`src/rtl/switch_allocator_pkg.sv`:
```
// switch_allocator_pkg: shared router types (port_t, position_t), port counts and round-robin index wrap helper
package switch_allocator_pkg;
  typedef enum logic [2:0] {
    NORTH = 3'd0,
    SOUTH = 3'd1,
    EAST  = 3'd2,
    WEST  = 3'd3,
    UP    = 3'd4,
    DOWN  = 3'd5,
    LOCAL = 3'd6
  } port_t;
  typedef struct packed {
    logic [3:0] x;
    logic [3:0] y;
    logic [3:0] z;
  } position_t;
  localparam int NUM_IN_PORTS  = 6;
  localparam int NUM_OUT_PORTS = 7;
  function automatic logic [2:0] wrap_add(input logic [2:0] base, input int off);
    int s;
    s = int'(base) + off;
    return 3'(s >= NUM_IN_PORTS ? s - NUM_IN_PORTS : s);
  endfunction
endpackage

```
`src/rtl/switch_allocator_rr_lock_arbiter.sv`:
```
// rr_lock_arbiter: per-output round-robin pick + owner lock FSM; in clk/reset/cand/release_lock, out locked/owner
module rr_lock_arbiter
  import switch_allocator_pkg::*;
(
  input  logic                    clk,
  input  logic                    reset,
  input  logic [NUM_IN_PORTS-1:0] cand,
  input  logic                    release_lock,
  output logic                    locked,
  output logic [2:0]              owner
);
  localparam logic [0:0] IDLE   = 1'b0;
  localparam logic [0:0] LOCKED = 1'b1;
  logic [0:0] state;
  logic [2:0] rr_ptr, pick;
  logic       pick_valid;
  always_comb begin
    pick       = '0;
    pick_valid = 1'b0;
    for (int k = NUM_IN_PORTS - 1; k >= 0; k--) begin
      if (cand[wrap_add(rr_ptr, k)]) begin
        pick       = wrap_add(rr_ptr, k);
        pick_valid = 1'b1;
      end
    end
  end
  assign locked = state == LOCKED;
  always_ff @(posedge clk) begin
    if (reset) begin
      state  <= IDLE;
      rr_ptr <= '0;
      owner  <= '0;
    end else if (state == IDLE) begin
      if (pick_valid) begin
        state <= LOCKED;
        owner <= pick;
      end
    end else if (release_lock) begin
      state  <= IDLE;
      rr_ptr <= wrap_add(owner, 1);
    end
  end
endmodule

```
`src/rtl/switch_allocator.sv`:
```
// switch_allocator: wormhole switch allocator; in req/tail/dir_in per input, ready per output, up/down_faulty; out grant per input, valid/sel per output, drop
module switch_allocator
  import switch_allocator_pkg::*;
#(
  parameter bit FAULT_DROP = 1'b0
) (
  input  logic  clk,
  input  logic  reset,
  input  logic  north_req,
  input  logic  south_req,
  input  logic  east_req,
  input  logic  west_req,
  input  logic  up_req,
  input  logic  down_req,
  input  logic  north_tail,
  input  logic  south_tail,
  input  logic  east_tail,
  input  logic  west_tail,
  input  logic  up_tail,
  input  logic  down_tail,
  input  port_t north_dir_in,
  input  port_t south_dir_in,
  input  port_t east_dir_in,
  input  port_t west_dir_in,
  input  port_t up_dir_in,
  input  port_t down_dir_in,
  input  logic  north_ready,
  input  logic  south_ready,
  input  logic  east_ready,
  input  logic  west_ready,
  input  logic  up_ready,
  input  logic  down_ready,
  input  logic  local_ready,
  input  logic  up_faulty,
  input  logic  down_faulty,
  output logic  north_grant,
  output logic  south_grant,
  output logic  east_grant,
  output logic  west_grant,
  output logic  up_grant,
  output logic  down_grant,
  output logic  north_valid,
  output logic  south_valid,
  output logic  east_valid,
  output logic  west_valid,
  output logic  up_valid,
  output logic  down_valid,
  output logic  local_valid,
  output port_t north_sel,
  output port_t south_sel,
  output port_t east_sel,
  output port_t west_sel,
  output port_t up_sel,
  output port_t down_sel,
  output port_t local_sel,
  output logic  drop
);
  logic [NUM_IN_PORTS-1:0]  req, tail, busy, grant;
  logic [NUM_OUT_PORTS-1:0] ready, faulty, locked, own_req, own_tail, out_grant, rel, valid;
  logic [NUM_IN_PORTS-1:0]  cand [NUM_OUT_PORTS];
  logic [2:0]               owner [NUM_OUT_PORTS];
  port_t                    dir [NUM_IN_PORTS];
  port_t                    sel [NUM_OUT_PORTS];
  assign req    = {down_req, up_req, west_req, east_req, south_req, north_req};
  assign tail   = {down_tail, up_tail, west_tail, east_tail, south_tail, north_tail};
  assign ready  = {local_ready, down_ready, up_ready, west_ready, east_ready, south_ready, north_ready};
  assign faulty = {1'b0, down_faulty, up_faulty, 4'b0000};
  assign dir[0] = north_dir_in;
  assign dir[1] = south_dir_in;
  assign dir[2] = east_dir_in;
  assign dir[3] = west_dir_in;
  assign dir[4] = up_dir_in;
  assign dir[5] = down_dir_in;
  always_comb begin
    busy = '0;
    for (int o = 0; o < NUM_OUT_PORTS; o++)
      for (int i = 0; i < NUM_IN_PORTS; i++)
        if (locked[o] && owner[o] == 3'(i)) busy[i] = 1'b1;
  end
  // An input still holding any output (including one it releases this cycle) may not bid elsewhere.
  always_comb begin
    for (int o = 0; o < NUM_OUT_PORTS; o++)
      for (int i = 0; i < NUM_IN_PORTS; i++)
        cand[o][i] = req[i] && dir[i] == port_t'(o) && !busy[i] && !faulty[o];
  end
  // A faulty locked output either stalls or, in drop mode, drains flits regardless of credit.
  always_comb begin
    for (int o = 0; o < NUM_OUT_PORTS; o++) begin
      own_req[o]   = req[owner[o]];
      own_tail[o]  = tail[owner[o]];
      out_grant[o] = !reset && locked[o] && own_req[o] && (faulty[o] ? FAULT_DROP : ready[o]);
    end
  end
  assign rel   = out_grant & own_tail;
  assign valid = out_grant & ~faulty;
  assign drop  = |(out_grant & faulty);
  always_comb begin
    grant = '0;
    for (int o = 0; o < NUM_OUT_PORTS; o++)
      for (int i = 0; i < NUM_IN_PORTS; i++)
        if (out_grant[o] && owner[o] == 3'(i)) grant[i] = 1'b1;
  end
  for (genvar o = 0; o < NUM_OUT_PORTS; o++) begin : g_out
    rr_lock_arbiter u_arb (
      .clk          (clk),
      .reset        (reset),
      .cand         (cand[o]),
      .release_lock (rel[o]),
      .locked       (locked[o]),
      .owner        (owner[o])
    );
    assign sel[o] = locked[o] ? port_t'(owner[o]) : NORTH;
  end
  assign {down_grant, up_grant, west_grant, east_grant, south_grant, north_grant} = grant;
  assign {local_valid, down_valid, up_valid, west_valid, east_valid, south_valid, north_valid} = valid;
  assign north_sel = sel[0];
  assign south_sel = sel[1];
  assign east_sel  = sel[2];
  assign west_sel  = sel[3];
  assign up_sel    = sel[4];
  assign down_sel  = sel[5];
  assign local_sel = sel[6];
endmodule
```
`config.mk`:
```
export PLATFORM = sky130hd
export DESIGN_NAME = switch_allocator
export DESIGN_NICKNAME = d
export VERILOG_FILES = /design/src/rtl/switch_allocator_pkg.sv /design/src/rtl/switch_allocator_rr_lock_arbiter.sv /design/src/rtl/switch_allocator.sv
export SDC_FILE = /design/constraint.sdc
export NUM_CORES = 1
export LEC_CHECK = 0
export BUFFER_PORTS_ARGS = -buffer_cell sky130_fd_sc_hd__buf_4
export CELL_PAD_IN_SITES_DETAIL_PLACEMENT = 1
export CELL_PAD_IN_SITES_GLOBAL_PLACEMENT = 1
export CORE_MARGIN = 1
export CORE_UTILIZATION = 41
export DETAILED_ROUTE_END_ITERATION = 8
export PLACE_DENSITY_LB_ADDON = 0.1
export SLEW_MARGIN = 25
export SYNTH_ARGS = -nofsm -noshare
export SYNTH_HDL_FRONTEND = slang
export SYNTH_SLANG_ARGS = --single-unit
```
`constraint.sdc`:
```
create_clock -name clk -period 3.9 [get_ports clk]
set_clock_uncertainty 0.2 [all_clocks]
set_input_delay 0.585 -clock clk [delete_from_list [all_inputs] [get_ports clk]]
set_output_delay 0.585 -clock clk [all_outputs]
set_load 0.005 [all_outputs]
```
==> results of run 1 <==
## routing by layer
layer,GRT usage [%],up-vias
met5,0,-
met4,12.33,0
met3,5.176,91
met2,52.23,463
met1,44.38,6411
li1,-,6076
## cell families (layout without fill, tap and decap cells)
family / count (synthesis) / count (layout) / share of synthesized area, %
mux: 40 / 40 / 5.814
fa+ha+maj: 93 / 93 / 10.36
compound gates: 476 / 476 / 30.81
xor+xnor: 45 / 45 / 3.575
buf+inv: 172 / 270 / 6.938
simple gates: 673 / 673 / 33.75
flops: 49 / 49 / 8.731
other cells: 1 / 1 / 0.03338
## power by group
group / switching (W) / internal, W
sequential: 0.000165 / 0.000587
combinational: 0.00139 / 0.000874
clock: 0.000227 / 0.000237
## Yosys cell counts (all sizes together) (10+ instances only)
cell	instances
clkbuf	44
o31ai	10
mux4	18
inv	89
ha	93
xor2	15
and2	37
nor4	64
a31oi	30
nand2	105
nor2	151
o21a	15
a21o	14
o311ai	12
a21oi	103
nand2b	24
nand3b	29
nand4	27
mux2i	15
o22ai	16
nor2b	27
o221ai	10
a211oi	29
a311oi	10
dfxtp	49
xnor2	30
or2	15
o21ai	78
nor3	76
a22oi	14
or3	12
o211ai	38
a21boi	10
nand3	62
buf	37
## final cells by class
| cell class | count | area, um2 |
|---|---|---|
| repair buffers | 172 | 1291 |
| fillers | 3465 | 14220 |
| clock inverters | 1 | 8.758 |
| well taps | 341 | 426.7 |
| inverters | 91 | 341.6 |
| multi-input cells | 1328 | 9552 |
| flip-flops and latches | 49 | 982.2 |
| clock buffers | 6 | 128.9 |
## registers in the layout, summed over array words and instances (netlist names)
name,flops
g_out.u_arb.owner,21
g_out.u_arb.rr_ptr,21
g_out.u_arb.locked,7
## worst max path at each step
stage	from	to	slack [ns]
after floorplan	g_out[5].u_arb.rr_ptr[0]	g_out[5].u_arb.owner[2]	0.61
after global placement	g_out[4].u_arb.owner[0]	g_out[3].u_arb.owner[1]	0.24
after global routing	g_out[1].u_arb.owner[1]	g_out[4].u_arb.owner[2]	-0.003
final	g_out[1].u_arb.owner[1]	g_out[4].u_arb.owner[2]	0.14
after CTS	g_out[4].u_arb.owner[0]	north_grant	0.15
after detailed placement	g_out[1].u_arb.owner[1]	g_out[1].u_arb.owner[0]	0.21
## stage by stage
| step | utilization, % | area [um2] |
|---|---|---|
| 6_report | 47.24 | 12730 |
| 5_1_grt | 47.24 | 12730 |
| 4_1_cts | 46.86 | 12630 |
| 3_5_place_dp | 46.35 | 12490 |
| 3_3_place_gp | 46.35 | 12490 |
| 2_1_floorplan | - | 11230 |
## worst max-delay path: cells and delay by family (launching register included)
family          cells  cell delay (ns)
flops               1             0.40
buf+inv             2             0.46
fa+ha+maj           2             0.44
simple gates        3             0.88
compound gates      6             1.24
## repair_timing
item / CTS / global route
resized for setup: 0 / 14
buffers inserted: 0 / 3
setup endpoints to repair: 0 / 15
==> qor_table.md, run 1 <==
| Stage | Result | This run |
|---|---|---|
| status | Result of the run | complete, no violations |
| floorplanning | Placement Rows | 60 |
| floorplanning | Effective utilization at floorplan | 41.69% |
| placed design | Post-Place Worst Slack | 0.2091 ns |
| min path | Hold_sp | g_out[2].u_arb.rr_ptr[2] |
| drt | DRC | 0 |
| drt | DRT Wirelength | 47140 um |
| min path | Number of cells on the worst hold path | 2 |
| synth | Cell area after synthesis | 0.01123 mm2 |
| drt | Number of vias after detailed routing | 13.04k |
| timing | Worst Slack Setup Final | 0.1356 ns |
| grt | Global-route wire length before repair | 72310 um |
| worst setup path | Type of origin of the critical path | flip-flop |
| drt | Detailed-router iteration count before antenna repair | 6 |
| drt | Met2 Wirelength | 21100 um |
| worst setup path | Critical path peak fanout | 14 |
| synth | Share of synthesized registers carrying an async set or reset | 0% |
| worst setup path | Category of the most critical setup path | flip-flop to flip-flop |
| worst setup path | Cells on worst reg2reg path | 13 |
| drt | Number of routed nets with antenna violations | 0 |
| drt | Post-route met1 wirelength | 21440 um |
| floorplanning | Area of the die | 0.02807 mm2 |
| synth | Syn_nets | 1683 |
| synth | Post-synth cell types | 119 |
| clock tree | Number of levels the H-tree was split into | 2 |
| timing | Tightest Pin Transition | 0.8335 ns |
| worst setup path | Required arrival time at the worst endpoint | 3.88 ns |
| timing | Final slew viol count | 0 |
| timing | Setup TNS | 0 ns |
| synth | Primary FF master, synth | dfxtp_1 |
| worst setup path | Max incr delay on CP | 0.40 ns |
| floorplanning | CORE AREA | 0.02695 mm2 |
| finish | Number of non-filler instances in the completed layout | 1988 |
| worst setup path | Reg-to-Reg End | g_out[4].u_arb.owner[2] |
| synth | Number of synthesized flops with an enable pin | 0 |
| clock tree | Clk buf depth | 2 |
| min path | Worst hold path type | flip-flop to flip-flop |
| worst setup path | R2R setup slack | 0.14 ns |
| floorplanning | Num ports | 76 |
| power and ir drop | Leakage power of the design | 4.870 nW |
| finish | Most common cell after layout, fill and taps aside | buf_4 |
| grt | Number of global-route vias before repair | 12.81k |
| synth | Yosys reg bits | 49 |
| floorplanning | Overall die height | 167.5 um |
| drt | Uppermost routed layer | met4 |
| timing | Tcrit/Tclk final | 96.52% |
| clock tree | Sink count of the clock tree | 49 |
| grt | Global route overflow | 0 |
| synth | Cells after Synth | 1549 |
| grt | Antenna violations before repair | 0 |
| grt | Largest net degree at the start of global routing | 36 |
| clock tree | Num CTS Buffers | 5 |
| placed design | RePlAce Congestion | 0.9974 |
| finish | Final-stage net count | 1781 |
| clock tree | Clock latency at the later pin of the worst-skew pair | 0.31 ns |
| clock tree | Number of hold-repair buffers added at the cts stage | 0 |
| placed design | HPWL after detailed placement | 37820 um |
| synth | Synthesized area per cell | 7.253 um2 |
| clock tree | Clock transition at the registers of the reported paths | 0.07 ns |
| min path | Hold Path Sink | g_out[2].u_arb.rr_ptr[2] |
| power and ir drop | Ratio of total power to cell area | 273.1 mW/mm2 |
| worst setup path | Kind of end point of the critical path | flip-flop |
| timing | Number of failing setup endpoints in the final timing report | 0 |
| grt | Total Routing Usage GR | 32.83% |
| timing | Worst-case hold slack | 0.3776 ns |
| clock tree | Root buffer selected by CTS | clkbuf_16 |
| synth | Largest cells by area after synthesis | ha_1, dfxtp_1, nor2_1, a21oi_1, nand2_1 |
| power and ir drop | Worst IR Drop VDD | 0.1823 mV |
| clock tree | TritonCTS clock tree | yes |
| floorplanning | Die span in x | 167.5 um |
| finish | Synthesis-to-finish area growth | 13.32% |
| power and ir drop | PnR Total Power | 0.003477 W |
| worst setup path | Arrival @ worst endpoint | 3.74 ns |
| finish | Most used cells in the layout excluding fill and tap cells | buf_4, nor2_1, nand2_1 |
| synth | Post-synthesis sequential area ratio | 8.731% |
| worst setup path | Startpoint of the worst-slack reg-to-reg timing path | g_out[1].u_arb.owner[1] |
| drt | Via density per instance | 6.560 |
| synth | Library cell occupying the most area in the post-synthesis netlist | ha_1 |
| finish | Final antenna diode count | 0 |
| timing | Final hold vios | 0 |
| worst setup path | Max stage delay cell, worst path | dfxtp_1 |
| timing | Maximum clock frequency | 265.6 MHz |
| synth | Area share of the largest cell type after synthesis | 10.36% |
| placed design | Port buffer count | 74 |
| timing | Time the worst path needs with I/O delays and setup | 3.764 ns |
| worst setup path | Ordered list of cells on the worst path | ha_1, ha_1, a22oi_1, nand4_4, buf_4, nor4_1, buf_4, o22ai_1, a21oi_2, a211oi_1, or2_0, a311oi_1, a31oi_1 |
| synth | Number of warnings issued by yosys | 0 |
| finish | Share of layout cells above drive strength 1 | 18.15% |
| job | Max Cap Viol | 0 |
| timing | Worst max-slew margin expressed relative to the limit | 44.01% |
| drt | Wire per inst | 23.71 um |
| drt | Starting DRT DRC Count | 1191 |
| placed design | Placed insts | 1978 |
| drt | DR WL met3 | 3051 um |
(Power assumes the default switching activity.)
==> run 2: changes to the inputs <==
--- a/config.mk
+++ b/config.mk
@@ -10,6 +10,7 @@
 export CELL_PAD_IN_SITES_GLOBAL_PLACEMENT = 1
 export CORE_MARGIN = 1
 export CORE_UTILIZATION = 41
+export CTS_BUF_LIST = sky130_fd_sc_hd__clkbuf_4
 export DETAILED_ROUTE_END_ITERATION = 8
 export PLACE_DENSITY_LB_ADDON = 0.1
 export SLEW_MARGIN = 25
==> run 2 against run 1 <==
Compared with the run above:
- via count hardly changed
- hold slack better by 0.010 ns
- combinational power hardly changed
- highest routed layer unchanged
- sequential power hardly changed
- die area is the same
- fmax fell by 2.5%
- sequential share of layout area rose by 0.080 points
==> qor_table.md, run 2 (synthesis results as in run 1) <==
| Stage | Result | This run | Change |
|---|---|---|---|
| grt | Antenna violations before repair | 1 | +1 |
| timing | Setup repair after global routing missed its margin | no |  |
| clock tree | Number of hold-repair buffers added at the cts stage | 0 | unchanged |
| finish | Fillers | 3477 | +0.35% |
| worst setup path | Startpoint of the worst-slack reg-to-reg timing path | g_out[1].u_arb.owner[0] |  |
| drt | Via density per instance | 6.551 | -0.14% |
| timing | Tcrit/Tclk final | 99.01% | +2.5 points |
| status | Result of the run | complete, no violations |  |
| power and ir drop | Part of the power in registers | 22.8% | +1.2 points |
| power and ir drop | Combinational Power Share | 68.6% | +3.6 points |
| min path | Worst hold path type | flip-flop to flip-flop |  |
| finish | Most common cell after layout, fill and taps aside | buf_4 |  |
| clock tree | Num CTS Buffers | 5 | unchanged |
| clock tree | Sink count of the clock tree | 49 | unchanged |
| floorplanning | Placement Rows | 60 | unchanged |
| worst setup path | Cells on worst reg2reg path | 13 | unchanged |
| worst setup path | Kind of end point of the critical path | output port |  |
| placed design | Port buffer count | 74 | unchanged |
| floorplanning | Effective utilization at floorplan | 41.69% | unchanged |
| worst setup path | Required arrival time at the worst endpoint | 3.12 ns | -0.76 ns |
| timing | Time the worst path needs with I/O delays and setup | 3.862 ns | +0.09712 ns |
| timing | Tightest Pin Transition | 0.8288 ns | -0.004691 ns |
| worst setup path | R2R setup slack | 0.16 ns | +0.02 ns |
| finish | Final-stage net count | 1781 | unchanged |
| grt | Number of global-route vias before repair | 12.82k | +0.031% |
| grt | Global route overflow | 0 | unchanged |
| power and ir drop | Internal Pwr Total | 0.001539 W | -9.4% |
| timing | Final hold vios | 0 | unchanged |
| grt | Total Routing Usage GR | 32.79% | -0.040 points |
| finish | Share of layout cells above drive strength 1 | 18.46% | +0.30 points |
| worst setup path | Max incr delay on CP | 0.42 ns | +0.02 ns |
| drt | DRT Wirelength | 47110 um | about the same |
| min path | Hold_sp | g_out[2].u_arb.rr_ptr[2] |  |
| timing | Worst-case hold slack | 0.3876 ns | +0.01007 ns |
| clock tree | Clock transition at the registers of the reported paths | 0.16 ns | +0.09 ns |
| worst setup path | Category of the most critical setup path | flip-flop to output port |  |
| worst setup path | Reg-to-Reg End | g_out[4].u_arb.owner[2] |  |
| floorplanning | Die span in x | 167.5 um | unchanged |
| worst setup path | Ordered list of cells on the worst path | buf_4, mux2_2, o311ai_1, nor4_1, buf_4, and2_1, a222oi_1, nand3_1, buf_4 |  |
| floorplanning | Num ports | 76 | unchanged |
| floorplanning | Overall die height | 167.5 um | unchanged |
| worst setup path | Max stage delay cell, worst path | a222oi_1 |  |
| drt | Number of vias after detailed routing | 13.03k | -0.092% |
| timing | Worst Slack Setup Final | 0.03843 ns | -0.09712 ns |
| power and ir drop | PnR Total Power | 0.003301 W | -5.1% |
| placed design | Cell area after placement | 0.01249 mm2 | unchanged |
| floorplanning | Area of the die | 0.02807 mm2 | unchanged |
| job | Max Cap Viol | 0 | unchanged |
| power and ir drop | Net switching power figure | 0.001762 W | -0.95% |
| worst setup path | Type of origin of the critical path | flip-flop |  |
| grt | Global-route wire length before repair | 72280 um | about the same |
| timing | Maximum clock frequency | 259.0 MHz | -2.5% |
| finish | Final Instance Area | 0.01266 mm2 | -0.52% |
| timing | Number of failing setup endpoints in the final timing report | 0 | unchanged |
| timing | Final slew viol count | 0 | unchanged |
| finish | Synthesis-to-finish area growth | 12.73% |  |
| power and ir drop | Ratio of total power to cell area | 260.6 mW/mm2 | -4.6% |
| power and ir drop | Switching share of total power | 53.38% | +2.2 points |
| floorplanning | CORE AREA | 0.02695 mm2 | unchanged |
| clock tree | Clk buf depth | 2 | unchanged |
| drt | Wire per inst | 23.68 um | -0.12% |
| timing | Setup TNS | 0 ns | unchanged |
| worst setup path | Arrival @ worst endpoint | 3.08 ns | -0.66 ns |
| drt | Detailed-router iteration count before antenna repair | 6 | unchanged |
| placed design | Post-Place Worst Slack | 0.2091 ns | unchanged |
| clock tree | Clock latency at the later pin of the worst-skew pair | 0.43 ns | +0.12 ns |
| placed design | RePlAce Congestion | 0.9974 | unchanged |
| min path | Hold Path Sink | g_out[2].u_arb.rr_ptr[2] |  |
| grt | Largest net degree at the start of global routing | 36 | unchanged |
| worst setup path | Critical path peak fanout | 8 | -6 |
| clock tree | Root buffer selected by CTS | clkbuf_4 |  |
| clock tree | Number of levels the H-tree was split into | 2 | unchanged |
| timing | Worst max-slew margin expressed relative to the limit | 44.32% | +0.32 points |
| power and ir drop | Worst IR Drop VDD | 0.1825 mV | about the same |
| finish | Most used cells in the layout excluding fill and tap cells | buf_4, nor2_1, nand2_1 |  |
| power and ir drop | Clock network fraction of design power | 8.6% | -4.8 points |
| drt | DRC | 0 | unchanged |
| min path | Number of cells on the worst hold path | 2 | unchanged |
| drt | Starting DRT DRC Count | 1099 | -7.7% |
| drt | Number of routed nets with antenna violations | 0 | unchanged |
| power and ir drop | Leakage power of the design | 4.841 nW | -0.59% |
| clock tree | TritonCTS clock tree | yes |  |
| placed design | HPWL after detailed placement | 37820 um | unchanged |
| worst setup path | Critical Path Most Common Cell | buf_4 |  |
==> run 2: cell types whose count changed in the layout (fill, tap and decap cells not counted), sizes merged <==
cell	previous run	this run
diode	0	1
==> run 2: worst max-delay path: cells and delay by family, from the launching register on <==
kind	cells	cell delay (ns)
AO/OA/AOI/OAI	2	0.70
AND/OR/NAND/NOR	3	0.61
buffers and inverters	3	0.58
flip-flops	1	0.41
multiplexers	1	0.35
==> run 2: final cells by class <==
| class | count | area [um2] | area share [%] |
|---|---|---|---|
| tap | 341 | 426.7 | 3.369 |
| multi-input combinational | 1328 | 9562 | 75.50 |
| inverter | 91 | 341.6 | 2.697 |
| sequential | 49 | 987.2 | 7.795 |
| antenna | 1 | 2.502 | 0.01976 |
| timing repair buffer | 172 | 1291 | 10.20 |
| clock inverter | 1 | 8.758 | 0.06916 |
| clock buffer | 6 | 45.04 | 0.3557 |
==> run 2: how the worst max path moves through the flow <==
stage	startpoint	endpoint	slack [ns]	cells after the start
finish	g_out[4].u_arb.owner[0]	north_grant	0.04	9
global route	g_out[1].u_arb.owner[0]	g_out[6].u_arb.owner[2]	0.003	13
floorplan	g_out[5].u_arb.rr_ptr[0]	g_out[5].u_arb.owner[2]	0.61	13
global placement	g_out[4].u_arb.owner[0]	g_out[3].u_arb.owner[1]	0.24	11
CTS	g_out[4].u_arb.owner[0]	north_grant	0.06	9
detailed placement	g_out[1].u_arb.owner[1]	g_out[1].u_arb.owner[0]	0.21	12
==> run 2: per-layer routing <==
layer	up-vias	wire length [um]	global-route usage, %
met2	445	20900	51.90
met1	6396	21390	44.02
met5	-	0	0
met4	0	1714	12.76
met3	108	3102	5.743
li1	6080	-	-
==> run 2: what timing repair did <==
item	CTS	global route
endpoints found under the setup margin	1	18
pin swaps	0	4
resized for setup	1	18
setup buffers	0	3
==> run 2: power by group through the flow <==
stage | logic [W] | clock network, W | registers (W)
finish | 0.00227 | 0.000284 | 0.000752
global route | 0.00242 | 0.000310 | 0.000764
CTS | 0.00220 | 0.000291 | 0.000743
detailed placement | 0.00218 | 0 | 0.000754
global placement | 0.00215 | 0 | 0.000747
floorplan | 0.00156 | 0 | 0.000673
==> run 2: per-stage QoR <==
stage	util [%]	std cells
2_1_floorplan	-	1549
3_5_place_dp	46.35	1978
6_report	46.99	1989
3_3_place_gp	46.35	1978
5_1_grt	46.99	1989
4_1_cts	46.56	1985
==> run 3: changes to the inputs <==
--- a/config.mk
+++ b/config.mk
@@ -9,7 +9,7 @@
 export CELL_PAD_IN_SITES_DETAIL_PLACEMENT = 1
 export CELL_PAD_IN_SITES_GLOBAL_PLACEMENT = 1
 export CORE_MARGIN = 1
-export CORE_UTILIZATION = 41
+export CORE_UTILIZATION = 47
 export CTS_BUF_LIST = sky130_fd_sc_hd__clkbuf_4
 export DETAILED_ROUTE_END_ITERATION = 8
 export PLACE_DENSITY_LB_ADDON = 0.1
==> run 3 against run 2 <==
Compared with the run above:
- via count rose by 0.92%
- sequential cell count did not move
- routed wire length fell by 2.4%
- register-to-register slack got worse by 0.03 ns
- combinational power barely moved
- critical path depth did not move
- setup slack improved by 0.037 ns
- global-route usage rose by 4.6 points
- largest cell class unchanged
==> qor_table.md, run 3 (synthesis results as in run 1) <==
| Stage | Result | This run | Change |
|---|---|---|---|
| power and ir drop | Combinational Power Share | 69.2% | +0.6 points |
| placed design | HPWL after detailed placement | 36900 um | -2.4% |
| timing | Tcrit/Tclk final | 98.07% | -0.95 points |
| worst setup path | Category of the most critical setup path | flip-flop to output port |  |
| power and ir drop | Ratio of total power to cell area | 260.7 mW/mm2 | about the same |
| job | Max Cap Viol | 0 | unchanged |
| timing | Setup TNS | 0 ns | unchanged |
| finish | Most used cells in the layout excluding fill and tap cells | buf_4, nor2_1, nand2_1 |  |
| grt | Antenna violations before repair | 2 | +1 |
| finish | Fillers | 3038 | -13% |
| drt | Number of routed nets with antenna violations | 0 | unchanged |
| floorplanning | Overall die height | 156.6 um | -6.5% |
| clock tree | Clock transition at the registers of the reported paths | 0.17 ns | about the same |
| power and ir drop | Switching share of total power | 52.96% | -0.42 points |
| floorplanning | Num ports | 76 | unchanged |
| clock tree | Sink count of the clock tree | 49 | unchanged |
| worst setup path | Type of origin of the critical path | flip-flop |  |
| clock tree | Root buffer selected by CTS | clkbuf_4 |  |
| worst setup path | Arrival @ worst endpoint | 3.04 ns | -0.04 ns |
| timing | Number of failing setup endpoints in the final timing report | 0 | unchanged |
| placed design | Port buffer count | 74 | unchanged |
| clock tree | Clock latency at the later pin of the worst-skew pair | 0.44 ns | about the same |
| drt | Detailed-router iteration count before antenna repair | 5 | -1 |
| finish | Final-stage net count | 1788 | +0.39% |
| drt | Via density per instance | 6.658 | +1.6% |
| power and ir drop | Net switching power figure | 0.001758 W | -0.23% |
| finish | Share of layout cells above drive strength 1 | 18.97% | +0.52 points |
| grt | Global-route wire length before repair | 71480 um | -1.1% |
| drt | Number of vias after detailed routing | 13.15k | +0.92% |
| worst setup path | Worst setup path startpoint | g_out[4].u_arb.owner[0] |  |
| worst setup path | Max stage delay cell, worst path | dfxtp_2 |  |
| floorplanning | Effective utilization at floorplan | 47.86% | +6.2 points |
| clock tree | Clk buf depth | 2 | unchanged |
| drt | DRC | 0 | unchanged |
| placed design | Placed insts | 1959 | -0.96% |
| timing | Tightest Pin Transition | 1.112 ns | +0.2837 ns |
| power and ir drop | Part of the power in registers | 22.0% | -0.8 points |
| worst setup path | Buffers plus inverters on the worst setup path | 3 | unchanged |
| worst setup path | Gate family responsible for the most delay along the worst path | compound AO/OA/AOI/OAI gates |  |
| worst setup path | Required arrival time at the worst endpoint | 3.12 ns | about the same |
| clock tree | Number of levels the H-tree was split into | 2 | unchanged |
| grt | Largest net degree at the start of global routing | 25 | -31% |
| finish | Synthesis-to-finish area growth | 13.33% |  |
| power and ir drop | Internal Pwr Total | 0.001561 W | +1.4% |
| grt | Total Routing Usage GR | 37.37% | +4.6 points |
| drt | DRT Wirelength | 45980 um | -2.4% |
| timing | Maximum clock frequency | 261.5 MHz | +0.97% |
| floorplanning | Area of the die | 0.02453 mm2 | -13% |
| timing | Worst max-slew margin expressed relative to the limit | 25.27% | -19 points |
| power and ir drop | Leakage power of the design | 4.884 nW | +0.89% |
| worst setup path | Critical Path Most Common Cell | buf_4 |  |
| timing | Final hold vios | 0 | unchanged |
| grt | Global route overflow | 0 | unchanged |
| drt | Starting DRT DRC Count | 1116 | +1.5% |
| worst setup path | Max incr delay on CP | 0.42 ns | about the same |
| min path | Worst hold path type | input pin to flip-flop |  |
| timing | Setup repair after global routing missed its margin | yes |  |
| power and ir drop | Worst IR Drop VDD | 0.1821 mV | -0.23% |
| grt | Number of global-route vias before repair | 12.81k | -0.031% |
| timing | Final slew viol count | 0 | unchanged |
| floorplanning | CORE AREA | 0.02347 mm2 | -13% |
| power and ir drop | Clock network fraction of design power | 8.8% | +0.2 points |
| worst setup path | Startpoint of the worst-slack reg-to-reg timing path | g_out[0].u_arb.owner[0] |  |
| clock tree | Num CTS Buffers | 5 | unchanged |
| clock tree | TritonCTS clock tree | yes |  |
| timing | Time the worst path needs with I/O delays and setup | 3.825 ns | -0.03700 ns |
| status | Result of the run | complete, no violations |  |
| placed design | RePlAce Congestion | 1.022 | +2.5% |
| floorplanning | Placement Rows | 56 | -6.7% |
| worst setup path | Critical path peak fanout | 8 | unchanged |
| worst setup path | Ordered list of cells on the worst path | buf_4, mux2_2, o311ai_1, nor4_1, buf_4, and2_1, a222oi_1, nand3_1, buf_4 |  |
| worst setup path | Kind of end point of the critical path | output port |  |
| finish | Number of non-filler instances in the completed layout | 1975 | -0.70% |
| floorplanning | Die span in x | 156.6 um | -6.5% |
| finish | Most common cell after layout, fill and taps aside | buf_4 |  |
| drt | Wire per inst | 23.28 um | -1.7% |
| min path | Hold_sp | reset |  |
[run 3: changes by cell type in the layout (fill, tap and decap cells not counted), sizes merged]
| cell | previous run | this run |
|---|---|---|
| buf | 172 | 179 |
| clkbuf | 6 | 7 |
| clkinv | 3 | 2 |
| clkinvlp | 0 | 1 |
[run 3: timing repair]
item,in CTS,in global routing
endpoints found under the setup margin,0,25
hold buffers,0,0
setup buffers,0,7
endpoints found under the hold margin,0,0
resized for setup,0,23
[run 3: final cells by class]
type | instances | area [um2] | share of cell area [%]
Timing Repair Buffer | 179 | 1344 | 10.55
Clock inverter | 1 | 7.507 | 0.05896
Tap cell | 319 | 399.1 | 3.135
Sequential cell | 49 | 983.4 | 7.724
Inverter | 91 | 341.6 | 2.683
Antenna cell | 1 | 2.502 | 0.01965
Multi-Input combinational cell | 1328 | 9602 | 75.41
Clock buffer | 7 | 52.55 | 0.4127
[run 3: power groups by stage]
stage	sequential, W	clock (W)	combinational [W]
2_1_floorplan	0.000673	0	0.00156
4_1_cts	0.000724	0.000296	0.00221
3_5_place_dp	0.000735	0	0.00220
6_report	0.000730	0.000292	0.00230
5_1_grt	0.000745	0.000318	0.00246
3_3_place_gp	0.000728	0	0.00214
[run 3: worst paths after layout]
| kind | to | slack (ns) | depth (start not counted) |
|---|---|---|---|
| hold reg to reg | g_out[5].u_arb.rr_ptr[2] | 0.38 | 2 |
| hold / removal | g_out[4].u_arb.rr_ptr[1] | 0.33 | 2 |
| setup / recovery | south_grant | 0.08 | 9 |
| setup reg to reg | g_out[2].u_arb.owner[2] | 0.13 | 12 |
[run 3: metal layers]
| layer | wire length (um) | global-route usage (%) |
|---|---|---|
| met2 | 20740 | 60.33 |
| met5 | 13 | 0 |
| met1 | 20470 | 51.40 |
| met3 | 3207 | 4.126 |
| met4 | 1556 | 12.65 |
[run 3: stage by stage]
| stage | area (um2) | util [%] | hold slack (ns) | power (W) | setup slack, ns |
|---|---|---|---|---|---|
| final | 12730 | 54.24 | 0.3298 | 0.003319 | 0.07543 |
| after CTS | 12550 | 53.45 | 0.3236 | 0.003229 | 0.04163 |
| after detailed placement | 12490 | 53.20 | 0.3603 | 0.002932 | 0.1667 |
| after floorplan | 11230 | - | 0.3777 | 0.002234 | 0.6102 |
| after global placement | 12490 | 53.20 | 0.3536 | 0.002869 | 0.2156 |
| after global routing | 12730 | 54.24 | 0.3317 | 0.003527 | -0.02580 |
